File: config.mk
export PLATFORM = sky130hd
export DESIGN_NAME = fpu_scoreboard
export DESIGN_NICKNAME = d
export VERILOG_FILES = /design/src/rtl/fpu_sb_pkg.sv /design/src/rtl/fpu_sb_match.sv /design/src/rtl/fpu_scoreboard.sv
export SDC_FILE = /design/constraint.sdc
export NUM_CORES = 1
export LEC_CHECK = 0
export ABC_AREA = 1
export ABC_CLOCK_PERIOD_IN_PS = 5000
export CAP_MARGIN = 20
export CORE_UTILIZATION = 50
export DETAILED_ROUTE_END_ITERATION = 10
export GPL_ROUTABILITY_DRIVEN = 0
export GPL_TIMING_DRIVEN = 0
export PLACE_DENSITY = 0.81
export RECOVER_POWER = 50
export SLEW_MARGIN = 20
export SYNTH_ARGS = -nofsm -noshare
export SYNTH_HDL_FRONTEND = slang
export SYNTH_SLANG_ARGS = --single-unit
File: constraint.sdc
create_clock -name clk_i -period 5 [get_ports clk_i]
set_clock_uncertainty 0.05 [all_clocks]
set_input_delay 1 -clock clk_i [delete_from_list [all_inputs] [get_ports clk_i]]
set_output_delay 1 -clock clk_i [all_outputs]
set_load 0.005 [all_outputs]
File: src/rtl/fpu_sb_pkg.sv
// -----------------------------------------------------------------------------
// fpu_sb_pkg
// Shared types and helpers for the FPU in-flight register scoreboard.
//   SB_ADDR_MAX : storage width of a tracked destination. Register addresses
//                 narrower than this are zero-extended, so any RAW up to
//                 SB_ADDR_MAX is supported.
//   BANK_A/B    : values of the register-address MSB (bank select).
//   sb_entry_t  : one pipeline stage {valid, dest}.
//   sb_match    : true when an entry is valid and holds the given address.
// -----------------------------------------------------------------------------
package fpu_sb_pkg;

    localparam int SB_ADDR_MAX = 8;

    localparam logic BANK_A = 1'b0;
    localparam logic BANK_B = 1'b1;

    typedef struct packed {
        logic                   valid;
        logic [SB_ADDR_MAX-1:0] dest;
    } sb_entry_t;

    function automatic logic sb_match(input sb_entry_t entry,
                                      input logic [SB_ADDR_MAX-1:0] addr);
        return entry.valid && (entry.dest == addr);
    endfunction

endpackage

File: src/rtl/fpu_sb_match.sv
// -----------------------------------------------------------------------------
// fpu_sb_match
// Compares one register address against every tracked pipeline stage.
// Parameters:
//   DEPTH     : number of stages in entries
//   MASK_LAST : when set, the final (writeback) stage is ignored
// Ports:
//   entries : in  all stage entries, stage k at entries[k]
//   addr    : in  address to look up (zero-extended to SB_ADDR_MAX)
//   en      : in  lookup enable; hit is 0 when low
//   hit     : out address matches at least one valid, unmasked stage
// -----------------------------------------------------------------------------
module fpu_sb_match
    import fpu_sb_pkg::*;
#(
    parameter int DEPTH     = 2,
    parameter bit MASK_LAST = 1'b0
) (
    input  sb_entry_t [DEPTH-1:0]       entries,
    input  logic [SB_ADDR_MAX-1:0]      addr,
    input  logic                        en,
    output logic                        hit
);

    // NOTE: every signal written in an always_comb gets a default first, so no
    // path through the block leaves it unassigned and no latch is inferred.
    always_comb begin
        hit = 1'b0;
        for (int k = 0; k < DEPTH; k++) begin
            if (en && sb_match(entries[k], addr) && !(MASK_LAST && (k == DEPTH - 1))) begin
                hit = 1'b1;
            end
        end
    end

endmodule

File: src/rtl/fpu_scoreboard.sv
// -----------------------------------------------------------------------------
// fpu_scoreboard
// In-flight destination scoreboard for the FPU issue path. Accepted ops that
// write a register travel through a fixed DEPTH-stage shift register; the last
// stage feeds a registered writeback strobe. A new op is held off while any of
// its enabled sources (RAW) or its destination (WAW) matches a valid stage.
//
// Build option: define FPU_SB_WB_BYPASS_EN when the register file is
// write-through; a source match in the writeback stage alone then does not
// stall. Destination matches in that stage still stall.
//
// Parameters: DEPTH (>=1) stages, NUM_SRC (>=1) sources, RAW address width
//             (RAW <= SB_ADDR_MAX, MSB is the bank select).
// Ports:
//   clk_i, rst_i   : clock (rising edge), asynchronous active-high reset
//   issue_valid_i  : in  decoder presents an FPU op
//   issue_ready_o  : out op may be accepted (no hazard, no flush)
//   src_i          : in  source addresses, source n at [n*RAW +: RAW]
//   src_en_i       : in  per-source register-operand enable
//   dest_i         : in  destination address
//   dest_we_i      : in  op writes dest_i
//   flush_i        : in  kill all in-flight ops
//   hazard_o       : out RAW or WAW conflict with a valid stage (comb)
//   inflight_o     : out registered count of valid stages
//   wb_valid_o     : out registered writeback strobe
//   wb_dest_o      : out registered writeback destination
// -----------------------------------------------------------------------------
module fpu_scoreboard
    import fpu_sb_pkg::*;
#(
    parameter int DEPTH   = 2,
    parameter int NUM_SRC = 2,
    parameter int RAW     = 6
) (
    input  logic                        clk_i,
    input  logic                        rst_i,
    input  logic                        issue_valid_i,
    output logic                        issue_ready_o,
    input  logic [NUM_SRC*RAW-1:0]      src_i,
    input  logic [NUM_SRC-1:0]          src_en_i,
    input  logic [RAW-1:0]              dest_i,
    input  logic                        dest_we_i,
    input  logic                        flush_i,
    output logic                        hazard_o,
    output logic [$clog2(DEPTH+1)-1:0]  inflight_o,
    output logic                        wb_valid_o,
    output logic [RAW-1:0]              wb_dest_o
);

    localparam int CNT_W = $clog2(DEPTH + 1);

`ifdef FPU_SB_WB_BYPASS_EN
    localparam bit WB_BYPASS = 1'b1;
`else
    localparam bit WB_BYPASS = 1'b0;
`endif

    sb_entry_t [DEPTH-1:0] stage_q;
    sb_entry_t [DEPTH-1:0] stage_d;
    logic [NUM_SRC-1:0]    raw_hit;
    logic                  waw_hit;
    logic                  accept;
    logic [CNT_W-1:0]      cnt_d;
    logic [CNT_W-1:0]      inflight_q;
    logic                  wb_valid_q;
    logic [RAW-1:0]        wb_dest_q;

    // ---------------------------------------------------------------- hazards
    for (genvar n = 0; n < NUM_SRC; n++) begin : g_raw
        fpu_sb_match #(
            .DEPTH     (DEPTH),
            .MASK_LAST (WB_BYPASS)
        ) u_raw (
            .entries (stage_q),
            .addr    (SB_ADDR_MAX'(src_i[n*RAW +: RAW])),
            .en      (src_en_i[n]),
            .hit     (raw_hit[n])
        );
    end

    fpu_sb_match #(
        .DEPTH     (DEPTH),
        .MASK_LAST (1'b0)
    ) u_waw (
        .entries (stage_q),
        .addr    (SB_ADDR_MAX'(dest_i)),
        .en      (dest_we_i),
        .hit     (waw_hit)
    );

    assign hazard_o      = (|raw_hit) || waw_hit;
    // Flush blocks issue so a redirect never lets a wrong-path op in.
    assign issue_ready_o = !hazard_o && !flush_i;
    assign accept        = issue_valid_i && issue_ready_o;

    // ------------------------------------------------------- next stage state
    always_comb begin
        stage_d = stage_q;
        // Ops with no register result never occupy a stage. Stage 0's dest
        // only changes on accept; the valid bit is what matters downstream.
        stage_d[0].valid = accept && dest_we_i;
        if (accept) begin
            stage_d[0].dest = SB_ADDR_MAX'(dest_i);
        end
        // Fixed-latency pipeline: the shift never stalls.
        for (int k = 1; k < DEPTH; k++) begin
            stage_d[k]       = stage_q[k-1];
            stage_d[k].valid = stage_q[k-1].valid && !flush_i;
        end
    end

    always_comb begin
        cnt_d = '0;
        for (int k = 0; k < DEPTH; k++) begin
            cnt_d = cnt_d + CNT_W'(stage_d[k].valid);
        end
    end

    // -------------------------------------------------------------- registers
    // NOTE: the stage entries are few and their dest fields feed the match
    // logic and wb_dest_o, so the whole array is reset, not just the valids.
    always_ff @(posedge clk_i or posedge rst_i) begin
        if (rst_i) begin
            stage_q    <= '0;
            inflight_q <= '0;
            wb_valid_q <= 1'b0;
            wb_dest_q  <= '0;
        end else begin
            // NOTE: non-blocking assignments here so every register samples
            // the pre-edge values, independent of statement order.
            stage_q    <= stage_d;
            inflight_q <= cnt_d;
            wb_valid_q <= stage_q[DEPTH-1].valid && !flush_i;
            wb_dest_q  <= stage_q[DEPTH-1].dest[RAW-1:0];
        end
    end

    assign inflight_o = inflight_q;
    assign wb_valid_o = wb_valid_q;
    assign wb_dest_o  = wb_dest_q;

endmodule
# Yosys cells after proc, flatten, opt, wreduce, memory -nomap -nowiden
# Cells that the tools add are included.
# word_totals
in_bits	25
word_cells	41
latch_bits	0
rom_bits	0
memories	0
reg_bits	23
ramBits	0
# op_classes
n_eq_ne	6
bitwise	0
n_div	0
magnitude_cmp	0
add_sub_neg	1
n_mux	6
reduce_logical	21
multipliers	0
n_shift	0
# ops
cell	n
$eq A6 B6 Y1	6
$logic_and A1 B1 Y1	17
$mux W1	6
$add A1 B1 Y2	1
$logic_not A1 Y1	2
$reduce_or A2 Y1	1
$logic_or A1 B1 Y1	1

# Depth between registers and ports, before layout
# depth
word_depth	12
ltp_mapped	13

# Cells and area by module
# From an unflattened synthesis, not the netlist that was laid out.
# unflattened
hier_cells	260
hier_area_um2	1617.8
# modules_own_cells
module	area_each_um2	cells_each	n_inst
fpu_sb_match	291.5	67	3
fpu_scoreboard	743.2	59	1

# Worst setup path before layout
# No wires, ideal clock.
# synth_timing
path_kind	input to output
from	input src_i[1]
to	output issue_ready_o
setup_slack_ns	2.164
arrival_time_ns	1.786
cell_stages	13
path_buffers	0
cell_sequence	inv_1 -> nand2_1 -> nand2_1 -> clkinv_1 -> nand2_1 -> nor2_1 -> nand2_1 -> nand2_1 -> nand2_1 -> nand2_4 -> nor2_8 -> inv_2 -> nor2_1
# synth_via
elab_chain_cells	9
word_cells_on_any_way	12
# synth_lines
element	line_no	source
from (decl)	fpu_scoreboard.sv:39	input logic [NUM_SRC*RAW-1:0] src_i,
$eq A6 B6 Y1	fpu_sb_pkg.sv:25	return entry.valid && (entry.dest == addr);
$logic_and A1 B1 Y1	fpu_sb_pkg.sv:25	
$logic_and A1 B1 Y1	fpu_sb_match.sv:30	if (en && sb_match(entries[k], addr) && !(MASK_LAST && (k == DEPTH - 1))) begin
$mux W1	fpu_sb_match.sv:30	
$mux W1 (*)	fpu_sb_match.sv:30	
$reduce_or A2 Y1 (*)	fpu_scoreboard.sv:91	assign hazard_o = (|raw_hit) || waw_hit;
$logic_or A1 B1 Y1 (*)	fpu_scoreboard.sv:91	
net hazard_o	fpu_scoreboard.sv:44	output logic hazard_o,
$logic_not A1 Y1 (*)	fpu_scoreboard.sv:93	assign issue_ready_o = !hazard_o && !flush_i;
$logic_and A1 B1 Y1 (*)	fpu_scoreboard.sv:93	
to (decl)	fpu_scoreboard.sv:38	output logic issue_ready_o,
# The timed path passes the listed nets; every way through them passes the cells marked *.

# Worst setup path in the final report
# layout_timing
from	input src_i[9]
to	output issue_ready_o
# layout_via
elab_chain_cells	9
word_cells_on_any_way	12
# layout_lines
element	line_no
$eq A6 B6 Y1	fpu_sb_pkg.sv:25
$logic_and A1 B1 Y1	fpu_sb_pkg.sv:25
$logic_and A1 B1 Y1	fpu_sb_match.sv:30
$mux W1	fpu_sb_match.sv:30
$mux W1 (*)	fpu_sb_match.sv:30
$reduce_or A2 Y1 (*)	fpu_scoreboard.sv:91
$logic_or A1 B1 Y1 (*)	fpu_scoreboard.sv:91
$logic_not A1 Y1 (*)	fpu_scoreboard.sv:93
$logic_and A1 B1 Y1 (*)	fpu_scoreboard.sv:93
# Every way passes the cells marked *; elsewhere a longest branch is shown, timed or not.

==> flow_summary.json <==
{
  "wl_mm": 3.21,
  "synth_top_cell_area_share": 0.402,
  "critical_path.top_delay_family": "buffers and inverters",
  "die_h_um": 55.5,
  "pwr-share-clk": 0.205,
  "avgSynthCellArea_sq_um": 6.78,
  "cts_max_level": 1,
  "worstMarginPinSlew_ps": 868,
  "layout.cells.non_filler": 281,
  "rsz0062_at_grt": "false",
  "fin_util": 0.676,
  "seqPwrFrac": 0.515,
  "layout_commonest_cell": "nand2_1",
  "start_kind": "primary input",
  "netSwitchingFraction": 0.330,
  "cts_resized": 0,
  "slowest_delay_ps": 550,
  "worst_ep_required_time_ps": 3950,
  "async_reset_ff_frac": 1.00,
  "status": "complete, no violations",
  "cts_tree": "yes",
  "hold_ws_ps": 414,
  "syn-instance-count": 211,
  "grt_max_degree": 24,
  "final_nets": 277,
  "finalSetupViolCount": 0,
  "ys_ff_latch": 23,
  "rows": 19,
  "ys.flop_type": "dfrtp_1",
  "overflow": 0,
  "powerDensity_nw_per_um2": 238,
  "drt_pass1_iterations": 4,
  "synth-compound-area-share": 0.0402,
  "leakagePower_uw": 0.00100,
  "p_int_uw": 295,
  "synth-edff-count": 0,
  "worstPathBufferInverterCount": 4,
  "drive_above_1_share": 0.0920,
  "clk-insertion-delay-late_ps": 320,
  "core_area_sq_um": 2730,
  "synth.mux.area_fraction": 0,
  "p_switching_uw": 146,
  "die_area_sq_um": 3080,
  "synth_xor_area_frac": 0.0306,
  "period_needed_ps": 3960,
  "max_freq_ghz": 0.252,
  "cp_cell_sequence": "clkdlybuf4s50_1, nand2_1, nand2_1, clkinv_1, nand2_1, nor2_1, nand2_1, nand2_2, nand2_4, nand2_4, nor2_8, inv_2, nor2_1, clkdlybuf4s50_1",
  "crit_fanout": 7,
  "hold_viol": 0,
  "postCtsSetupBuffers": 0,
  "cts.hold.buffers_added": 0,
  "end_kind": "output pin",
  "clock_sinks": 23,
  "grt_use_total": 0.224,
  "initial_core_util": 0.523,
  "path_class": "in -> out",
  "finalSetupTns_ps": 0,
  "die_width_um": 55.5,
  "reg2reg_setup_slack_ps": 3160,
  "cts_buffers": 3,
  "antenna_found_initial": 0,
  "reg2reg_depth": 12,
  "rr_startpoint": "stage_q[12]",
  "min_path_cells": 0,
  "maxCapViolCount": 0,
  "via_per_inst": 5.00,
  "worstReg2RegEnd": "inflight_o[0]",
  "ant_nets": 0,
  "seq_area_frac_synth": 0.402,
  "antenna_cells": 0,
  "synthTopCellsByArea": "dfrtp_1 40%, nand2_1 24%, inv_1 6.6%, nor2_1 4.7%, nand4_1 3.1%",
  "yosysWarningCount": 0,
  "holdCritStartpoint": "stage_q[12]",
  "synthAdderAreaFrac": 0.00875,
  "cp_data_arrival_time_ps": 2910,
  "place_hpwl_mm": 2.50,
  "cp_slowest_cell": "clkdlybuf4s50_1",
  "dp_cells": 277,
  "cts-root-buf": "clkbuf_4",
  "cp_common_cell": "nand2_1",
  "synth_largest_area_cell": "dfrtp_1",
  "final_cell_mix": "91 x nand2_1, 33 x clkdlybuf4s50_1, 25 x inv_1, 23 x dfrtp_1, 18 x nor2_1",
  "yosysUniqueCellTypes": 21,
  "vias": 1406,
  "hold_path_class": "reg -> reg",
  "post-route-drc-count": 0,
  "area_growth_pct": 29.3,
  "grt_pass1_vias": 1179,
  "initialDrtViolationCount": 68,
  "hold_path_end": "wb_dest_o[3]",
  "crit_path_start": "src_i[9]",
  "port_buffers": 35,
  "io_pins": 36,
  "synth_top_family_by_area": "simple AND/OR/NAND/NOR gates",
  "post-route-period-util": 0.793,
  "p_comb_frac": 0.280,
  "syn_area_sq_um": 1430,
  "grt_pass1_wl_mm": 5.31,
  "cts.path.max_buffers": 2,
  "synthSimpleGateAreaFrac": 0.418,
  "path_clk_slew_ps": 130,
  "wire_per_inst_um": 11.4,
  "synth_fp_nets": 237,
  "slew_headroom": 0.421,
  "vdd_drop_max_mv": 0.246,
  "drv_slew": 0
}
==> area by class of cell <==
type                    instances  area, sq um
well taps                      31         38.8
inverters                      38          143
fillers                       244          885
multi-input cells             150          712
clock buffers                   3         22.5
clock inverters                 1         7.51
repair buffers                 35          350
flip-flops and latches         23          576
==> registers in the layout (all words and copies together) (netlist names) <==
name / cells
stage_q: 8
inflight_o: 2
wb_dest_o: 6
stage_d: 6
wb_valid_o: 1
==> power by group through the flow <==
stage / sequential, uW / clock [uW] / combinational (uW)
2_1_floorplan: 227 / 0 / 66.3
3_3_place_gp: 231 / 0 / 121
3_5_place_dp: 231 / 0 / 123
4_1_cts: 227 / 94.9 / 123
5_1_grt: 231 / 99.7 / 139
6_report: 227 / 90.2 / 123
==> worst max-delay path by stage <==
| stage | end | cells past startpoint |
|---|---|---|
| finish | issue_ready_o | 14 |
| global route | issue_ready_o | 14 |
| CTS | issue_ready_o | 14 |
| detailed placement | issue_ready_o | 14 |
| global placement | issue_ready_o | 14 |
| floorplan | issue_ready_o | 13 |
==> metal layers <==
metal  track usage  up-vias  share of wire  wire length, um
met3        0.0351        7          0.090              290
met2         0.308       65           0.43             1380
met4         0.118        0          0.020               65
li1              -      715              -                -
met1         0.336      619           0.46             1470
met5             0        -              0                0
==> synth_stat cells (2+ instances only) <==
| cell | count |
|---|---|
| clkinv_1 | 3 |
| nand2_2 | 2 |
| inv_2 | 10 |
| a21oi_1 | 5 |
| nand3_1 | 8 |
| nand2_4 | 3 |
| dfrtp_1 | 23 |
| o21ai_0 | 3 |
| nand4_1 | 7 |
| xnor2_1 | 3 |
| inv_1 | 25 |
| xor2_1 | 2 |
| nand2_1 | 91 |
| o22ai_1 | 2 |
| nor2_1 | 18 |
==> cell families after synthesis <==
| family | count (synthesis) |
|---|---|
| simple gates | 133 |
| buf+inv | 38 |
| flops | 23 |
| compound gates | 11 |
| xor+xnor | 5 |
| fa+ha+maj | 1 |
==> stage by stage <==
step | worst slack, ps | area, sq um | power, uW
final | 1040 | 1850 | 441
after global routing | 934 | 1850 | 469
after CTS | 1050 | 1850 | 445
after detailed placement | 1050 | 1820 | 354
after global placement | 1080 | 1820 | 352
after floorplan | 2160 | 1430 | 293
Power figures use the tool's default switching activity.
